`src/rtl/gpio_input_sampler_pkg.sv`:
```
// Shared constants and width helpers for the GPIO input sampler.
// Debounce counters and the prescaler are sized from these helpers.
package gpio_input_sampler_pkg;

  localparam int GPIO_WIDTH_DEF   = 8;
  localparam int DEBOUNCE_DIV_DEF = 16;
  localparam int DEBOUNCE_CNT_DEF = 4;

  // Stability counter must be able to hold DEBOUNCE_CNT-1 (and never less than 1 bit).
  function automatic int cnt_width(input int n);
    int w;
    w = $clog2(n + 1);
    return (w < 1) ? 1 : w;
  endfunction

  function automatic int presc_width(input int div);
    return (div > 1) ? $clog2(div) : 1;
  endfunction

endpackage

```
`src/rtl/gpio_input_sampler_debounce.sv`:
```
// One GPIO bit: two-flop synchroniser, tick-gated stability counter,
// debounced level and registered rise/fall pulses.
module gpio_input_sampler_debounce
  import gpio_input_sampler_pkg::*;
#(
  parameter int DEBOUNCE_CNT = DEBOUNCE_CNT_DEF,
  parameter int CW           = cnt_width(DEBOUNCE_CNT)
) (
  input  logic clk,
  input  logic rst_n,
  input  logic pad_i,
  input  logic tick_i,
  output logic data_o,
  output logic rise_o,
  output logic fall_o
);

  logic          sync1_q, sync1_d;
  logic          sync2_q, sync2_d;
  logic [CW-1:0] cnt_q, cnt_d;
  logic          level_q, level_d;
  logic          rise_q, rise_d;
  logic          fall_q, fall_d;

  // Synchroniser chain is a pure pass-through; nothing sits between the flops.
  always_comb begin
    sync1_d = pad_i;
    sync2_d = sync1_q;
  end

  always_comb begin
    level_d = level_q;
    cnt_d   = cnt_q;
    rise_d  = 1'b0;
    fall_d  = 1'b0;
    if (sync2_q == level_q) begin
      cnt_d = {CW{1'b0}};
    end else if (tick_i) begin
      if (cnt_q == CW'(DEBOUNCE_CNT - 1)) begin
        level_d = sync2_q;
        cnt_d   = {CW{1'b0}};
        rise_d  = sync2_q;
        fall_d  = ~sync2_q;
      end else begin
        cnt_d = cnt_q + CW'(1);
      end
    end else begin
      cnt_d = cnt_q;
    end
  end

  always_ff @(posedge clk) begin
    if (!rst_n) begin
      sync1_q <= 1'b0;
      sync2_q <= 1'b0;
      cnt_q   <= {CW{1'b0}};
      level_q <= 1'b0;
      rise_q  <= 1'b0;
      fall_q  <= 1'b0;
    end else begin
      sync1_q <= sync1_d;
      sync2_q <= sync2_d;
      cnt_q   <= cnt_d;
      level_q <= level_d;
      rise_q  <= rise_d;
      fall_q  <= fall_d;
    end
  end

  assign data_o = level_q;
  assign rise_o = rise_q;
  assign fall_o = fall_q;

endmodule

```
`src/rtl/gpio_input_sampler.sv`:
```
// GPIO input sampler: shared debounce prescaler, per-bit debouncers,
// edge-enabled interrupt pending register and irq OR.
module gpio_input_sampler
  import gpio_input_sampler_pkg::*;
#(
  parameter int WIDTH        = GPIO_WIDTH_DEF,
  parameter int DEBOUNCE_DIV = DEBOUNCE_DIV_DEF,
  parameter int DEBOUNCE_CNT = DEBOUNCE_CNT_DEF
) (
  input  logic             clk,
  input  logic             rst_n,
  input  logic [WIDTH-1:0] pad_i,
  input  logic [WIDTH-1:0] rise_en,
  input  logic [WIDTH-1:0] fall_en,
  input  logic [WIDTH-1:0] pend_clr,
  output logic [WIDTH-1:0] data_o,
  output logic [WIDTH-1:0] rise_o,
  output logic [WIDTH-1:0] fall_o,
  output logic [WIDTH-1:0] pending_o,
  output logic             irq_o
);

  localparam int PW = presc_width(DEBOUNCE_DIV);

  logic [PW-1:0]    presc_q, presc_d;
  logic             tick_s;
  logic [WIDTH-1:0] pend_q, pend_d;

  // With DEBOUNCE_DIV=1 the counter stays at 0 == DIV-1, so tick is constantly high.
  always_comb begin
    tick_s = (presc_q == PW'(DEBOUNCE_DIV - 1));
    if (tick_s) begin
      presc_d = {PW{1'b0}};
    end else begin
      presc_d = presc_q + PW'(1);
    end
  end

  for (genvar i = 0; i < WIDTH; i++) begin : g_bit
    gpio_input_sampler_debounce #(
      .DEBOUNCE_CNT (DEBOUNCE_CNT)
    ) u_deb (
      .clk    (clk),
      .rst_n  (rst_n),
      .pad_i  (pad_i[i]),
      .tick_i (tick_s),
      .data_o (data_o[i]),
      .rise_o (rise_o[i]),
      .fall_o (fall_o[i])
    );
  end

  // A set in the same cycle as a clear wins.
  always_comb begin
    pend_d = (pend_q & ~pend_clr) | (rise_o & rise_en) | (fall_o & fall_en);
  end

  always_ff @(posedge clk) begin
    if (!rst_n) begin
      presc_q <= {PW{1'b0}};
      pend_q  <= {WIDTH{1'b0}};
    end else begin
      presc_q <= presc_d;
      pend_q  <= pend_d;
    end
  end

  assign pending_o = pend_q;
  assign irq_o     = |pend_q;

endmodule
```
`config.mk`:
```
export PLATFORM = sky130hd
export DESIGN_NAME = gpio_input_sampler
export DESIGN_NICKNAME = d
export VERILOG_FILES = /design/src/rtl/gpio_input_sampler_pkg.sv /design/src/rtl/gpio_input_sampler_debounce.sv /design/src/rtl/gpio_input_sampler.sv
export SDC_FILE = /design/constraint.sdc
export NUM_CORES = 1
export LEC_CHECK = 0
export ABC_AREA = 1
export ABC_CLOCK_PERIOD_IN_PS = 1950
export BUFFER_PORTS_ARGS = -buffer_cell sky130_fd_sc_hd__buf_4
export CORE_ASPECT_RATIO = 1.2
export CORE_UTILIZATION = 58
export DETAILED_ROUTE_END_ITERATION = 12
export GPL_TIMING_DRIVEN = 0
export MAX_ROUTING_LAYER = met4
export PLACE_DENSITY_LB_ADDON = 0.12
export SLEW_MARGIN = 10
export SYNTH_ARGS = -nofsm -noshare
export SYNTH_HDL_FRONTEND = slang
export SYNTH_SLANG_ARGS = --single-unit
```
`constraint.sdc`:
```
create_clock -name clk -period 1.95 [get_ports clk]
set_clock_uncertainty 0.1 [all_clocks]
set_input_delay 0.39 -clock clk [delete_from_list [all_inputs] [get_ports clk]]
set_output_delay 0.39 -clock clk [all_outputs]
set_load 0.01 [all_outputs]
```
==> metrics.txt, run 1 <==
# TYPE chip_impl_metric gauge
chip_impl_info{name="status",value="finished, final reports clean"} 1
chip_impl_metric{name="vias",unit=""} 2609
chip_impl_metric{name="htree_levels",unit=""} 3
chip_impl_info{name="clk_root_buffer_cell",value="sky130_fd_sc_hd__clkbuf_8"} 1
chip_impl_info{name="timing_worst_setup_path_type",value="reg2out"} 1
chip_impl_metric{name="placementRows",unit=""} 28
chip_impl_metric{name="finalMaxSlewViolations",unit=""} 0
chip_impl_metric{name="timing.final.crit_share",unit="%"} 79.3
chip_impl_metric{name="synth_cells",unit=""} 404
chip_impl_metric{name="overflow_left_after_global_routing",unit=""} 0
chip_impl_metric{name="seq_area_frac_synth",unit="%"} 49.1
chip_impl_metric{name="ctsLongestPathBuffers",unit=""} 2
chip_impl_metric{name="synthesis.area",unit="sq um"} 3100
chip_impl_metric{name="drt-pass1-iter-count",unit=""} 4
chip_impl_metric{name="routabilityCongestion",unit=""} 0.745
chip_impl_metric{name="reg2regPathDepth",unit=""} 6
chip_impl_metric{name="hold_violation_count_in_the_final_report",unit=""} 0
chip_impl_metric{name="clk_transition_reported_paths",unit="ns"} 0.07
chip_impl_metric{name="nNetsFinal",unit=""} 524
chip_impl_metric{name="fraction_of_final_layout_cells_with_drive_strength_greater_than_1",unit="%"} 24.6
chip_impl_metric{name="max_freq",unit="MHz"} 647
chip_impl_metric{name="die_height",unit="um"} 82.1
chip_impl_metric{name="cts_num_sinks",unit=""} 76
chip_impl_metric{name="timing.max_slew.rel_slack",unit="%"} 83.6
chip_impl_info{name="worst_setup_path_start_kind",value="flop"} 1
chip_impl_metric{name="postSynthRegisterBits",unit=""} 76
chip_impl_metric{name="area_growth_syn_to_layout",unit="%"} 25.1
chip_impl_metric{name="fp.dieW",unit="um"} 68.7
chip_impl_metric{name="tns",unit="ns"} 0
chip_impl_info{name="hold_path.startpoint",value="pad_i[1]"} 1
chip_impl_metric{name="final.hold.worst_slack",unit="ns"} 0.119
chip_impl_metric{name="syn-mean-instance-area",unit="sq um"} 7.67
chip_impl_metric{name="setup_viol",unit=""} 0
chip_impl_metric{name="max_slew.worst_pin.slew",unit="ns"} 0.245
chip_impl_metric{name="via_per_inst",unit=""} 4.80
chip_impl_metric{name="initial_core_util",unit="%"} 61.5
chip_impl_metric{name="power.density_cell_area",unit="nW/um^2"} 760
chip_impl_metric{name="route.antenna.remaining_nets",unit=""} 0
chip_impl_metric{name="post_cts_resized",unit=""} 0
chip_impl_metric{name="grt_first_pass_wirelength",unit="um"} 9600
chip_impl_info{name="critical_path.endpoint_type",value="output port"} 1
chip_impl_metric{name="port-buffer-count",unit=""} 66
chip_impl_metric{name="place.detailed.instances",unit=""} 530
chip_impl_info{name="rsz0062_at_grt",value="false"} 1
chip_impl_metric{name="max-cap-violations",unit=""} 0
chip_impl_metric{name="static-leakage-power",unit="nW"} 1.86
chip_impl_metric{name="ir_worst_vdd",unit="uV"} 639
chip_impl_metric{name="synthDistinctLibCells",unit=""} 23
chip_impl_metric{name="final_critical_path_setup_slack",unit="ns"} 0.404
chip_impl_metric{name="floorplan.die_area",unit="sq um"} 5640
chip_impl_metric{name="final_non_filler_cell_total",unit=""} 544
chip_impl_metric{name="n_antenna_cell",unit=""} 0
chip_impl_metric{name="postCtsSetupRepairBufs",unit=""} 0
chip_impl_metric{name="grt_pass1_vias",unit=""} 2434
chip_impl_metric{name="number_of_clock_buffers_inserted_by_tritoncts",unit=""} 9
chip_impl_metric{name="floorplan.core_area",unit="sq um"} 5040
chip_impl_metric{name="cp_max_fo",unit=""} 3
chip_impl_metric{name="postRouteWirelength",unit="um"} 6070
chip_impl_metric{name="yosysWarningCount",unit=""} 0
chip_impl_metric{name="clock_insertion_delay_worst_skew",unit="ns"} 0.35
chip_impl_metric{name="first_iter_violations",unit=""} 85
chip_impl_metric{name="drc_errors",unit=""} 0
chip_impl_metric{name="syn-num-nets",unit=""} 447
chip_impl_info{name="worst_hold_path.endpoint",value="g_bit[1].u_deb.sync1_q"} 1
chip_impl_metric{name="tot_gr_track_use",unit="%"} 24.2
chip_impl_metric{name="initial_antenna_violation_count",unit=""} 0
chip_impl_metric{name="hold_depth",unit=""} 3
chip_impl_metric{name="routedWlPerCell",unit="um"} 11.2
chip_impl_metric{name="r2r_slack",unit="ns"} 0.46
chip_impl_metric{name="cp_data_arrival_time",unit="ns"} 1.06
chip_impl_info{name="worstReg2RegStart",value="presc_q[0]"} 1
chip_impl_metric{name="dp_hpwl",unit="um"} 4500
chip_impl_metric{name="pin_count",unit=""} 67
chip_impl_metric{name="placement.setup.worst_slack",unit="ns"} 0.464
chip_impl_info{name="crit-reg2reg-capture",value="g_bit[5].u_deb.cnt_q[0]"} 1
chip_impl_metric{name="post_cts_hold_fix_bufs",unit=""} 0
chip_impl_info{name="cts_tree",value="built"} 1
chip_impl_metric{name="power",unit="mW"} 2.95
chip_impl_metric{name="timing.final.crit_period",unit="ns"} 1.55
chip_impl_metric{name="critical_path_required",unit="ns"} 1.46
chip_impl_info{name="type_of_the_worst_min_delay_path",value="in2reg"} 1
chip_impl_metric{name="grt_max_degree",unit=""} 12
[logic make-up after synthesis]
| logic type | Yosys count | synth area share, % |
|---|---|---|
| and+or+nand+nor | 193 | 25.6 |
| xor gates and xnor gates | 5 | 1.41 |
| adders and majority gates | 9 | 3.63 |
| AOI/OAI and AO/OA | 33 | 5.65 |
| buffers and inverters | 88 | 14.6 |
| DFF | 76 | 49.1 |
[how the worst max path moves through the flow]
stage	slack [ns]	to	cells past startpoint	from
3_3_place_gp	0.52	g_bit[7].u_deb.data_o	7	presc_q[0]
4_1_cts	0.40	irq_o	3	pending_o[6]
5_1_grt	0.32	irq_o	3	pending_o[6]
3_5_place_dp	0.46	g_bit[5].u_deb.cnt_q[0]	6	presc_q[0]
2_1_floorplan	0.67	g_bit[7].u_deb.data_o	7	presc_q[0]
6_report	0.40	irq_o	3	pending_o[6]
[Yosys cell counts, drive strengths merged]
cell    instances  area, sq um
nand2         127          477
dfxtp          76         1520
inv            55          206
nor2           41          164
buf            32          241
a21oi          24          120
nand3          14         82.6
ha              9          113
a31oi           8         50.1
nand4           5         31.3
xor2            4         35.0
nor3b           3         22.5
or2             2         12.5
clkinv          1         5.00
nor3            1         5.00
o21ai           1         5.00
xnor2           1         8.76
[state kept, by name, summed over array words and instances (netlist names)]
| signal | flops |
|---|---|
| g_bit.u_deb.cnt_q | 24 |
| g_bit.u_deb.data_o | 8 |
| g_bit.u_deb.fall_o | 8 |
| g_bit.u_deb.rise_o | 8 |
| g_bit.u_deb.sync1_q | 8 |
| g_bit.u_deb.sync2_q | 8 |
| pending_o | 8 |
| presc_q | 4 |
[critical path, stage by stage, from the launching register on]
cell	delay (ns)
sky130_fd_sc_hd__dfxtp_1	0.36
sky130_fd_sc_hd__nor2_1	0.11
sky130_fd_sc_hd__nand4_1	0.10
sky130_fd_sc_hd__buf_4	0.15
[cell usage in the layout (no fill, tap or decap)]
cell type	instances
sky130_fd_sc_hd__a21oi_1	24
sky130_fd_sc_hd__a31oi_1	8
sky130_fd_sc_hd__buf_2	4
sky130_fd_sc_hd__buf_4	91
sky130_fd_sc_hd__buf_6	3
sky130_fd_sc_hd__bufinv_16	1
sky130_fd_sc_hd__clkbuf_8	13
sky130_fd_sc_hd__clkinv_2	1
sky130_fd_sc_hd__dfxtp_1	76
sky130_fd_sc_hd__ha_1	9
sky130_fd_sc_hd__inv_1	54
sky130_fd_sc_hd__inv_2	1
sky130_fd_sc_hd__nand2_1	127
sky130_fd_sc_hd__nand3_1	13
sky130_fd_sc_hd__nand3_4	1
sky130_fd_sc_hd__nand4_1	5
sky130_fd_sc_hd__nor2_1	39
sky130_fd_sc_hd__nor2_2	1
sky130_fd_sc_hd__nor2_4	1
sky130_fd_sc_hd__nor3_1	1
sky130_fd_sc_hd__nor3b_1	3
sky130_fd_sc_hd__o21ai_0	1
sky130_fd_sc_hd__or2_2	2
sky130_fd_sc_hd__xnor2_1	1
sky130_fd_sc_hd__xor2_1	4
[final cells by class]
cell class	instances	area, sq um
Fill cell	366	1160
Timing Repair Buffer	66	495
Multi-Input combinational cell	240	1130
Clock inverter	1	30.0
Buffer	32	241
Tap cell	60	75.1
Clock buffer	13	179
Inverter	56	211
Sequential cell	76	1520
[where the power goes]
group | total (mW) | switching, mW | internal (mW)
clock network | 1.25 | 0.532 | 0.717
logic | 0.115 | 0.0530 | 0.0618
registers | 1.58 | 0.0118 | 1.57
total | 2.95 | 0.597 | 2.35
[per-layer routing]
layer / up-vias / routed length [um] / global-route usage, %
met4: 0 / 212 / 14.7
met2: 59 / 3020 / 41.8
met5: - / 0 / -
li1: 1367 / - / -
met3: 21 / 250 / 5.49
met1: 1162 / 2590 / 24.5
[metrics by stage]
step | cell area (sq um) | util [%]
floorplan | 3100 | -
global placement | 3670 | 72.8
detailed placement | 3670 | 72.8
CTS | 3880 | 76.9
global route | 3880 | 76.9
finish | 3880 | 76.9
Note: power is estimated with default switching activity, not from simulation.
==> run 2, diff against run 1 <==
--- a/config.mk
+++ b/config.mk
@@ -6,10 +6,10 @@
 export NUM_CORES = 1
 export LEC_CHECK = 0
 export ABC_AREA = 1
-export ABC_CLOCK_PERIOD_IN_PS = 1950
+export ABC_CLOCK_PERIOD_IN_PS = 1350
 export BUFFER_PORTS_ARGS = -buffer_cell sky130_fd_sc_hd__buf_4
 export CORE_ASPECT_RATIO = 1.2
-export CORE_UTILIZATION = 58
+export CORE_UTILIZATION = 48
 export DETAILED_ROUTE_END_ITERATION = 12
 export GPL_TIMING_DRIVEN = 0
 export MAX_ROUTING_LAYER = met4
==> constraint.sdc (replaced) <==
create_clock -name clk -period 1.35 [get_ports clk]
set_clock_uncertainty 0.1 [all_clocks]
set_input_delay 0.27 -clock clk [delete_from_list [all_inputs] [get_ports clk]]
set_output_delay 0.27 -clock clk [all_outputs]
set_load 0.01 [all_outputs]
==> metrics.txt, run 2 (synthesis gave the netlist of run 1 again) <==
# TYPE chip_impl_metric gauge
chip_impl_metric{name="grt_first_pass_wirelength",unit="um"} 10000
chip_impl_metric{name="timing.max_slew.rel_slack",unit="%"} 82.0
chip_impl_info{name="layout_common_cells",value="sky130_fd_sc_hd__nand2_1, sky130_fd_sc_hd__buf_4, sky130_fd_sc_hd__dfxtp_1, sky130_fd_sc_hd__inv_1, sky130_fd_sc_hd__nor2_1"} 1
chip_impl_metric{name="fill_cells",unit=""} 539
chip_impl_metric{name="post-route-cell-area",unit="sq um"} 4140
chip_impl_metric{name="tns",unit="ns"} -0.0624
chip_impl_metric{name="overflow_left_after_global_routing",unit=""} 0
chip_impl_metric{name="timing.final.crit_period",unit="ns"} 1.41
chip_impl_metric{name="grt_pass1_vias",unit=""} 2297
chip_impl_metric{name="area_growth_syn_to_layout",unit="%"} 33.5
chip_impl_metric{name="final_critical_path_setup_slack",unit="ns"} -0.0624
chip_impl_metric{name="cts_num_sinks",unit=""} 76
chip_impl_info{name="type_of_the_worst_min_delay_path",value="in2reg"} 1
chip_impl_info{name="layout.cells.most_common",value="sky130_fd_sc_hd__nand2_1"} 1
chip_impl_metric{name="route.antenna.remaining_nets",unit=""} 0
chip_impl_metric{name="max-cap-violations",unit=""} 0
chip_impl_metric{name="n_antenna_cell",unit=""} 0
chip_impl_info{name="worstReg2RegStart",value="presc_q[1]"} 1
chip_impl_metric{name="final_non_filler_cell_total",unit=""} 582
chip_impl_metric{name="final.hold.worst_slack",unit="ns"} 0.0109
chip_impl_metric{name="finalMaxSlewViolations",unit=""} 0
chip_impl_metric{name="number_of_clock_buffers_inserted_by_tritoncts",unit=""} 9
chip_impl_info{name="rsz0062_at_grt",value="true"} 1
chip_impl_metric{name="initial_antenna_violation_count",unit=""} 0
chip_impl_metric{name="postRouteWirelength",unit="um"} 6290
chip_impl_metric{name="drc_errors",unit=""} 0
chip_impl_metric{name="hold_violation_count_in_the_final_report",unit=""} 0
chip_impl_metric{name="first_iter_violations",unit=""} 117
chip_impl_info{name="crit-reg2reg-capture",value="g_bit[7].u_deb.data_o"} 1
chip_impl_metric{name="max_slew.worst_pin.slew",unit="ns"} 0.270
chip_impl_metric{name="power",unit="mW"} 4.19
chip_impl_metric{name="initial_core_util",unit="%"} 50.6
chip_impl_metric{name="die_height",unit="um"} 90.0
chip_impl_metric{name="htree_levels",unit=""} 3
chip_impl_metric{name="grt_max_degree",unit=""} 14
chip_impl_metric{name="postLayoutCoreUtil",unit="%"} 67.6
chip_impl_metric{name="timing.final.crit_share",unit="%"} 105
chip_impl_metric{name="tot_gr_track_use",unit="%"} 20.3
chip_impl_metric{name="pin_count",unit=""} 67
chip_impl_metric{name="vias",unit=""} 2633
chip_impl_info{name="critical_path.endpoint_type",value="output port"} 1
chip_impl_metric{name="max_freq",unit="MHz"} 708
chip_impl_metric{name="fp.dieW",unit="um"} 75.4
chip_impl_metric{name="drt-pass1-iter-count",unit=""} 4
chip_impl_metric{name="fraction_of_final_layout_cells_with_drive_strength_greater_than_1",unit="%"} 32.8
chip_impl_metric{name="largest_register_ffs",unit=""} 24
chip_impl_metric{name="setup_viol",unit=""} 1
chip_impl_metric{name="r2r_slack",unit="ns"} 0
chip_impl_metric{name="power.density_cell_area",unit="nW/um^2"} 1010
chip_impl_metric{name="via_per_inst",unit=""} 4.52
chip_impl_info{name="timing_worst_setup_path_type",value="reg2out"} 1
chip_impl_metric{name="place.detailed.instances",unit=""} 552
chip_impl_info{name="worst_setup_path_start_kind",value="flop"} 1
chip_impl_info{name="cts_tree",value="built"} 1
chip_impl_metric{name="nNetsFinal",unit=""} 538
chip_impl_metric{name="clock_insertion_delay_worst_skew",unit="ns"} 0.34
chip_impl_metric{name="ir_worst_vdd",unit="uV"} 767
chip_impl_metric{name="reg2regPathDepth",unit=""} 7
chip_impl_info{name="critPathLaunch",value="pending_o[6]"} 1
chip_impl_metric{name="cp_max_fo",unit=""} 2
chip_impl_metric{name="critical_path_required",unit="ns"} 0.98
chip_impl_info{name="violations",value="setup timing"} 1
chip_impl_metric{name="floorplan.die_area",unit="sq um"} 6790
chip_impl_metric{name="static-leakage-power",unit="nW"} 1.94
chip_impl_metric{name="routedWlPerCell",unit="um"} 10.8
chip_impl_info{name="clk_root_buffer_cell",value="sky130_fd_sc_hd__clkbuf_8"} 1
chip_impl_metric{name="floorplan.core_area",unit="sq um"} 6130
chip_impl_metric{name="ctsLongestPathBuffers",unit=""} 2
chip_impl_metric{name="placedInstanceArea",unit="sq um"} 3700
chip_impl_metric{name="routabilityCongestion",unit=""} 0.749
chip_impl_metric{name="dp_hpwl",unit="um"} 4310
chip_impl_metric{name="clk_transition_reported_paths",unit="ns"} 0.08
chip_impl_metric{name="cp_data_arrival_time",unit="ns"} 1.04
chip_impl_info{name="worst_setup_path_endpoint",value="irq_o"} 1
chip_impl_metric{name="placementRows",unit=""} 31
chip_impl_metric{name="placement.setup.worst_slack",unit="ns"} -0.104
chip_impl_info{name="max_flop_register",value="g_bit.u_deb.cnt_q"} 1
chip_impl_info{name="status",value="finished with violations"} 1
chip_impl_metric{name="port-buffer-count",unit=""} 66
-- run 2: how the worst min path moves through the flow --
stage	startpoint	end	slack (ns)	depth (start not counted)
finish	pad_i[7]	g_bit[7].u_deb.sync1_q	0.01	3
global route	pad_i[7]	g_bit[7].u_deb.sync1_q	0.004	3
CTS	pad_i[3]	g_bit[3].u_deb.sync1_q	0.0007	3
detailed placement	g_bit[3].u_deb.sync1_q	g_bit[3].u_deb.sync2_q	0.30	2
global placement	g_bit[3].u_deb.sync1_q	g_bit[3].u_deb.sync2_q	0.29	2
floorplan	pad_i[0]	g_bit[0].u_deb.sync1_q	0.27	2
-- run 2: final cells by class --
cell class | count | area (sq um) | area share (%)
inverters | 56 | 215 | 5.20
clock inverters | 6 | 63.8 | 1.54
multi-input cells | 241 | 1200 | 28.9
clock buffers | 10 | 138 | 3.32
repair buffers | 80 | 627 | 15.1
well taps | 82 | 103 | 2.48
flip-flops and latches | 76 | 1550 | 37.5
plain buffers | 31 | 244 | 5.89
-- run 2: worst max-delay path, cell delays in order, from the launching register on --
cell and delay (ns):
sky130_fd_sc_hd__dfxtp_4 0.35, sky130_fd_sc_hd__nor2_4 0.11, sky130_fd_sc_hd__nand4_1 0.09, sky130_fd_sc_hd__buf_4 0.15
-- run 2: timing repair --
item | 4_1_cts | 5_1_grt
gates cloned | 1 | 0
endpoints found under the hold margin | 3 | 0
buffers inserted | 4 | 7
hold buffers | 3 | 0
gates resized for setup | 20 | 30
endpoints found under the setup margin | 42 | 34
pin swaps | 6 | 5
-- run 2: power breakdown --
group | internal [mW] | total [mW] | switching, mW
logic | 0.103 | 0.186 | 0.0826
clock network | 0.900 | 1.72 | 0.816
registers | 2.26 | 2.29 | 0.0211
total | 3.27 | 4.19 | 0.919
-- run 2: per-layer routing --
metal	vias to the layer above	routed length [um]	global-route usage [%]
li1	1406	-	-
met1	1145	2860	23.6
met2	74	3000	33.0
met3	8	326	5.16
met4	0	99	7.41
met5	-	0	-
==> run 3, diff against run 2 <==
--- a/config.mk
+++ b/config.mk
@@ -6,10 +6,10 @@
 export NUM_CORES = 1
 export LEC_CHECK = 0
 export ABC_AREA = 1
-export ABC_CLOCK_PERIOD_IN_PS = 1350
+export ABC_CLOCK_PERIOD_IN_PS = 1400
 export BUFFER_PORTS_ARGS = -buffer_cell sky130_fd_sc_hd__buf_4
 export CORE_ASPECT_RATIO = 1.2
-export CORE_UTILIZATION = 48
+export CORE_UTILIZATION = 54
 export DETAILED_ROUTE_END_ITERATION = 12
 export GPL_TIMING_DRIVEN = 0
 export MAX_ROUTING_LAYER = met4
==> constraint.sdc (replaced) <==
create_clock -name clk -period 1.4 [get_ports clk]
set_clock_uncertainty 0.1 [all_clocks]
set_input_delay 0.28 -clock clk [delete_from_list [all_inputs] [get_ports clk]]
set_output_delay 0.28 -clock clk [all_outputs]
set_load 0.01 [all_outputs]
==> metrics.txt, run 3 (synthesis gave the netlist of run 1 again) <==
# TYPE chip_impl_metric gauge
chip_impl_metric{name="dp_hpwl",unit="um"} 4430
chip_impl_info{name="violations",value="DRC, setup timing"} 1
chip_impl_metric{name="cp_data_arrival_time",unit="ns"} 1.06
chip_impl_metric{name="fp.dieW",unit="um"} 71.2
chip_impl_metric{name="ir_worst_vdd",unit="uV"} 846
chip_impl_metric{name="drt-pass1-iter-count",unit=""} 8
chip_impl_metric{name="switching_power",unit="uW"} 871
chip_impl_metric{name="initial_antenna_violation_count",unit=""} 0
chip_impl_metric{name="max_freq",unit="MHz"} 696
chip_impl_metric{name="number_of_clock_buffers_inserted_by_tritoncts",unit=""} 9
chip_impl_metric{name="grt_max_degree",unit=""} 13
chip_impl_metric{name="post-route-cell-area",unit="sq um"} 4070
chip_impl_metric{name="area_growth_syn_to_layout",unit="%"} 31.2
chip_impl_metric{name="power.density_cell_area",unit="nW/um^2"} 1030
chip_impl_info{name="type_of_the_worst_min_delay_path",value="in2reg"} 1
chip_impl_info{name="cts_tree",value="built"} 1
chip_impl_metric{name="routedWlPerCell",unit="um"} 11.9
chip_impl_metric{name="grt_first_pass_wirelength",unit="um"} 10600
chip_impl_info{name="rsz0062_at_grt",value="true"} 1
chip_impl_metric{name="internal_power",unit="mW"} 3.34
chip_impl_metric{name="combinational_share_of_power",unit="%"} 4.2
chip_impl_metric{name="timing.final.crit_period",unit="ns"} 1.44
chip_impl_info{name="max_flop_register",value="g_bit.u_deb.cnt_q"} 1
chip_impl_metric{name="vias",unit=""} 2715
chip_impl_metric{name="overflow_left_after_global_routing",unit=""} 0
chip_impl_metric{name="via_per_inst",unit=""} 4.86
chip_impl_metric{name="fill_cells",unit=""} 412
chip_impl_metric{name="static-leakage-power",unit="nW"} 1.93
chip_impl_metric{name="floorplan.core_area",unit="sq um"} 5410
chip_impl_metric{name="setup_viol",unit=""} 1
chip_impl_metric{name="die_height",unit="um"} 85.0
chip_impl_metric{name="nNetsFinal",unit=""} 535
chip_impl_metric{name="port-buffer-count",unit=""} 66
chip_impl_metric{name="n_antenna_cell",unit=""} 0
chip_impl_metric{name="drc_errors",unit=""} 9
chip_impl_metric{name="pin_count",unit=""} 67
chip_impl_metric{name="grt_pass1_vias",unit=""} 2552
chip_impl_metric{name="multi_input_area",unit="sq um"} 1170
chip_impl_metric{name="clock_insertion_delay_worst_skew",unit="ns"} 0.35
chip_impl_metric{name="switching_share_of_total_power",unit="%"} 20.7
chip_impl_metric{name="route.antenna.remaining_nets",unit=""} 0
chip_impl_metric{name="floorplan.die_area",unit="sq um"} 6050
chip_impl_metric{name="max_slew.worst_pin.slew",unit="ns"} 0.241
chip_impl_metric{name="max-cap-violations",unit=""} 0
chip_impl_metric{name="tot_gr_track_use",unit="%"} 23.3
chip_impl_metric{name="first_iter_violations",unit=""} 146
chip_impl_info{name="worst_setup_path_start_kind",value="flop"} 1
chip_impl_metric{name="clock_power_share",unit="%"} 43.3
chip_impl_metric{name="ctsLongestPathBuffers",unit=""} 2
chip_impl_info{name="status",value="finished with violations"} 1
chip_impl_metric{name="hold_violation_count_in_the_final_report",unit=""} 0
chip_impl_metric{name="placementRows",unit=""} 29
chip_impl_metric{name="initial_core_util",unit="%"} 57.3
chip_impl_metric{name="largest_register_ffs",unit=""} 24
chip_impl_metric{name="power.sequential.fraction",unit="%"} 52.5
chip_impl_metric{name="sequential_cell_area",unit="sq um"} 1540
chip_impl_metric{name="critical_path_required",unit="ns"} 1.02
chip_impl_info{name="layout_common_cells",value="sky130_fd_sc_hd__nand2_1, sky130_fd_sc_hd__buf_4, sky130_fd_sc_hd__dfxtp_1, sky130_fd_sc_hd__inv_1, sky130_fd_sc_hd__nor2_1"} 1
chip_impl_metric{name="final.hold.worst_slack",unit="ns"} 0.0137
chip_impl_metric{name="placedInstanceArea",unit="sq um"} 3670
chip_impl_metric{name="routabilityCongestion",unit=""} 0.772
chip_impl_metric{name="postRouteWirelength",unit="um"} 6670
chip_impl_info{name="critical_path.endpoint_type",value="output port"} 1
chip_impl_metric{name="timing.final.crit_share",unit="%"} 103
chip_impl_metric{name="fraction_of_final_layout_cells_with_drive_strength_greater_than_1",unit="%"} 29.2
chip_impl_info{name="clk_root_buffer_cell",value="sky130_fd_sc_hd__clkbuf_8"} 1
chip_impl_metric{name="cp_max_fo",unit=""} 2
chip_impl_metric{name="cts_num_sinks",unit=""} 76
chip_impl_metric{name="finalMaxSlewViolations",unit=""} 0
chip_impl_metric{name="clk_transition_reported_paths",unit="ns"} 0.07
chip_impl_info{name="layout.cells.most_common",value="sky130_fd_sc_hd__nand2_1"} 1
chip_impl_metric{name="htree_levels",unit=""} 3
chip_impl_metric{name="final_critical_path_setup_slack",unit="ns"} -0.0359
chip_impl_info{name="timing_worst_setup_path_type",value="reg2out"} 1
chip_impl_metric{name="timing.max_slew.rel_slack",unit="%"} 83.9
[run 3: cell types whose count changed in the layout (fill, tap and decap cells not counted), sizes merged]
cell,delta
bufinv,+1
clkinv,-2
buf,-3
clkbuf,+4
dlygate4sd3,-2
clkinvlp,-1
[run 3: through the flow]
step	power [mW]	utilization, %	cells	worst slack, ns	TNS, ns
3_5_place_dp	2.42	67.9	532	-0.0622	-0.676
2_1_floorplan	2.32	-	404	0.120	0
6_report	4.21	75.2	559	-0.0359	-0.0359
5_1_grt	4.34	75.2	559	-0.0670	-0.128
4_1_cts	4.22	73.0	552	-0.0385	-0.0385
3_3_place_gp	2.41	67.9	532	-0.0520	-0.230
[run 3: area by class of cell]
cell class | count | share of cell area [%]
timing repair buffer | 76 | 14.8
clock buffer | 12 | 3.57
inverter | 56 | 5.29
clock inverter | 4 | 1.78
multi-input combinational | 241 | 28.8
buffer | 32 | 6.09
sequential | 76 | 37.7
tap | 62 | 1.91
[run 3: what timing repair did]
item | in CTS | in global routing
endpoints found under the setup margin | 31 | 30
buffers inserted | 2 | 6
endpoints found under the hold margin | 1 | 0
hold buffers | 1 | 0
gates resized for setup | 6 | 18
pin swaps | 2 | 3
cloned | 1 | 1
[run 3: worst max-delay path: stages, from the launching register on]
cell and delay (ns):
sky130_fd_sc_hd__dfxtp_2 0.34, sky130_fd_sc_hd__nor2_2 0.13, sky130_fd_sc_hd__nand4_1 0.09, sky130_fd_sc_hd__buf_4 0.15
[run 3: worst paths after layout]
kind / from / endpoint / slack, ns / cells past startpoint
worst max-delay path: pending_o[7] / irq_o / -0.04 / 3
worst min-delay path: pad_i[2] / g_bit[2].u_deb.sync1_q / 0.01 / 3
worst max register to register: presc_q[0] / g_bit[4].u_deb.cnt_q[1] / 0.04 / 5
worst min register to register: g_bit[7].u_deb.sync1_q / g_bit[7].u_deb.sync2_q / 0.32 / 2
[run 3: metal layers]
layer	vias to the layer above	global-route usage (%)	wire (um)
met1	1216	24.7	2730
li1	1396	-	-
met4	0	14.4	225
met5	-	-	0
met2	82	40.2	3350
met3	21	4.04	352
[run 3: power by group through the flow]
stage	registers, mW	logic, mW	clock network [mW]
after floorplan	2.25	0.0697	0
after global placement	2.25	0.157	0
after detailed placement	2.26	0.161	0
after CTS	2.21	0.170	1.84
after global routing	2.21	0.197	1.93
final	2.21	0.176	1.82
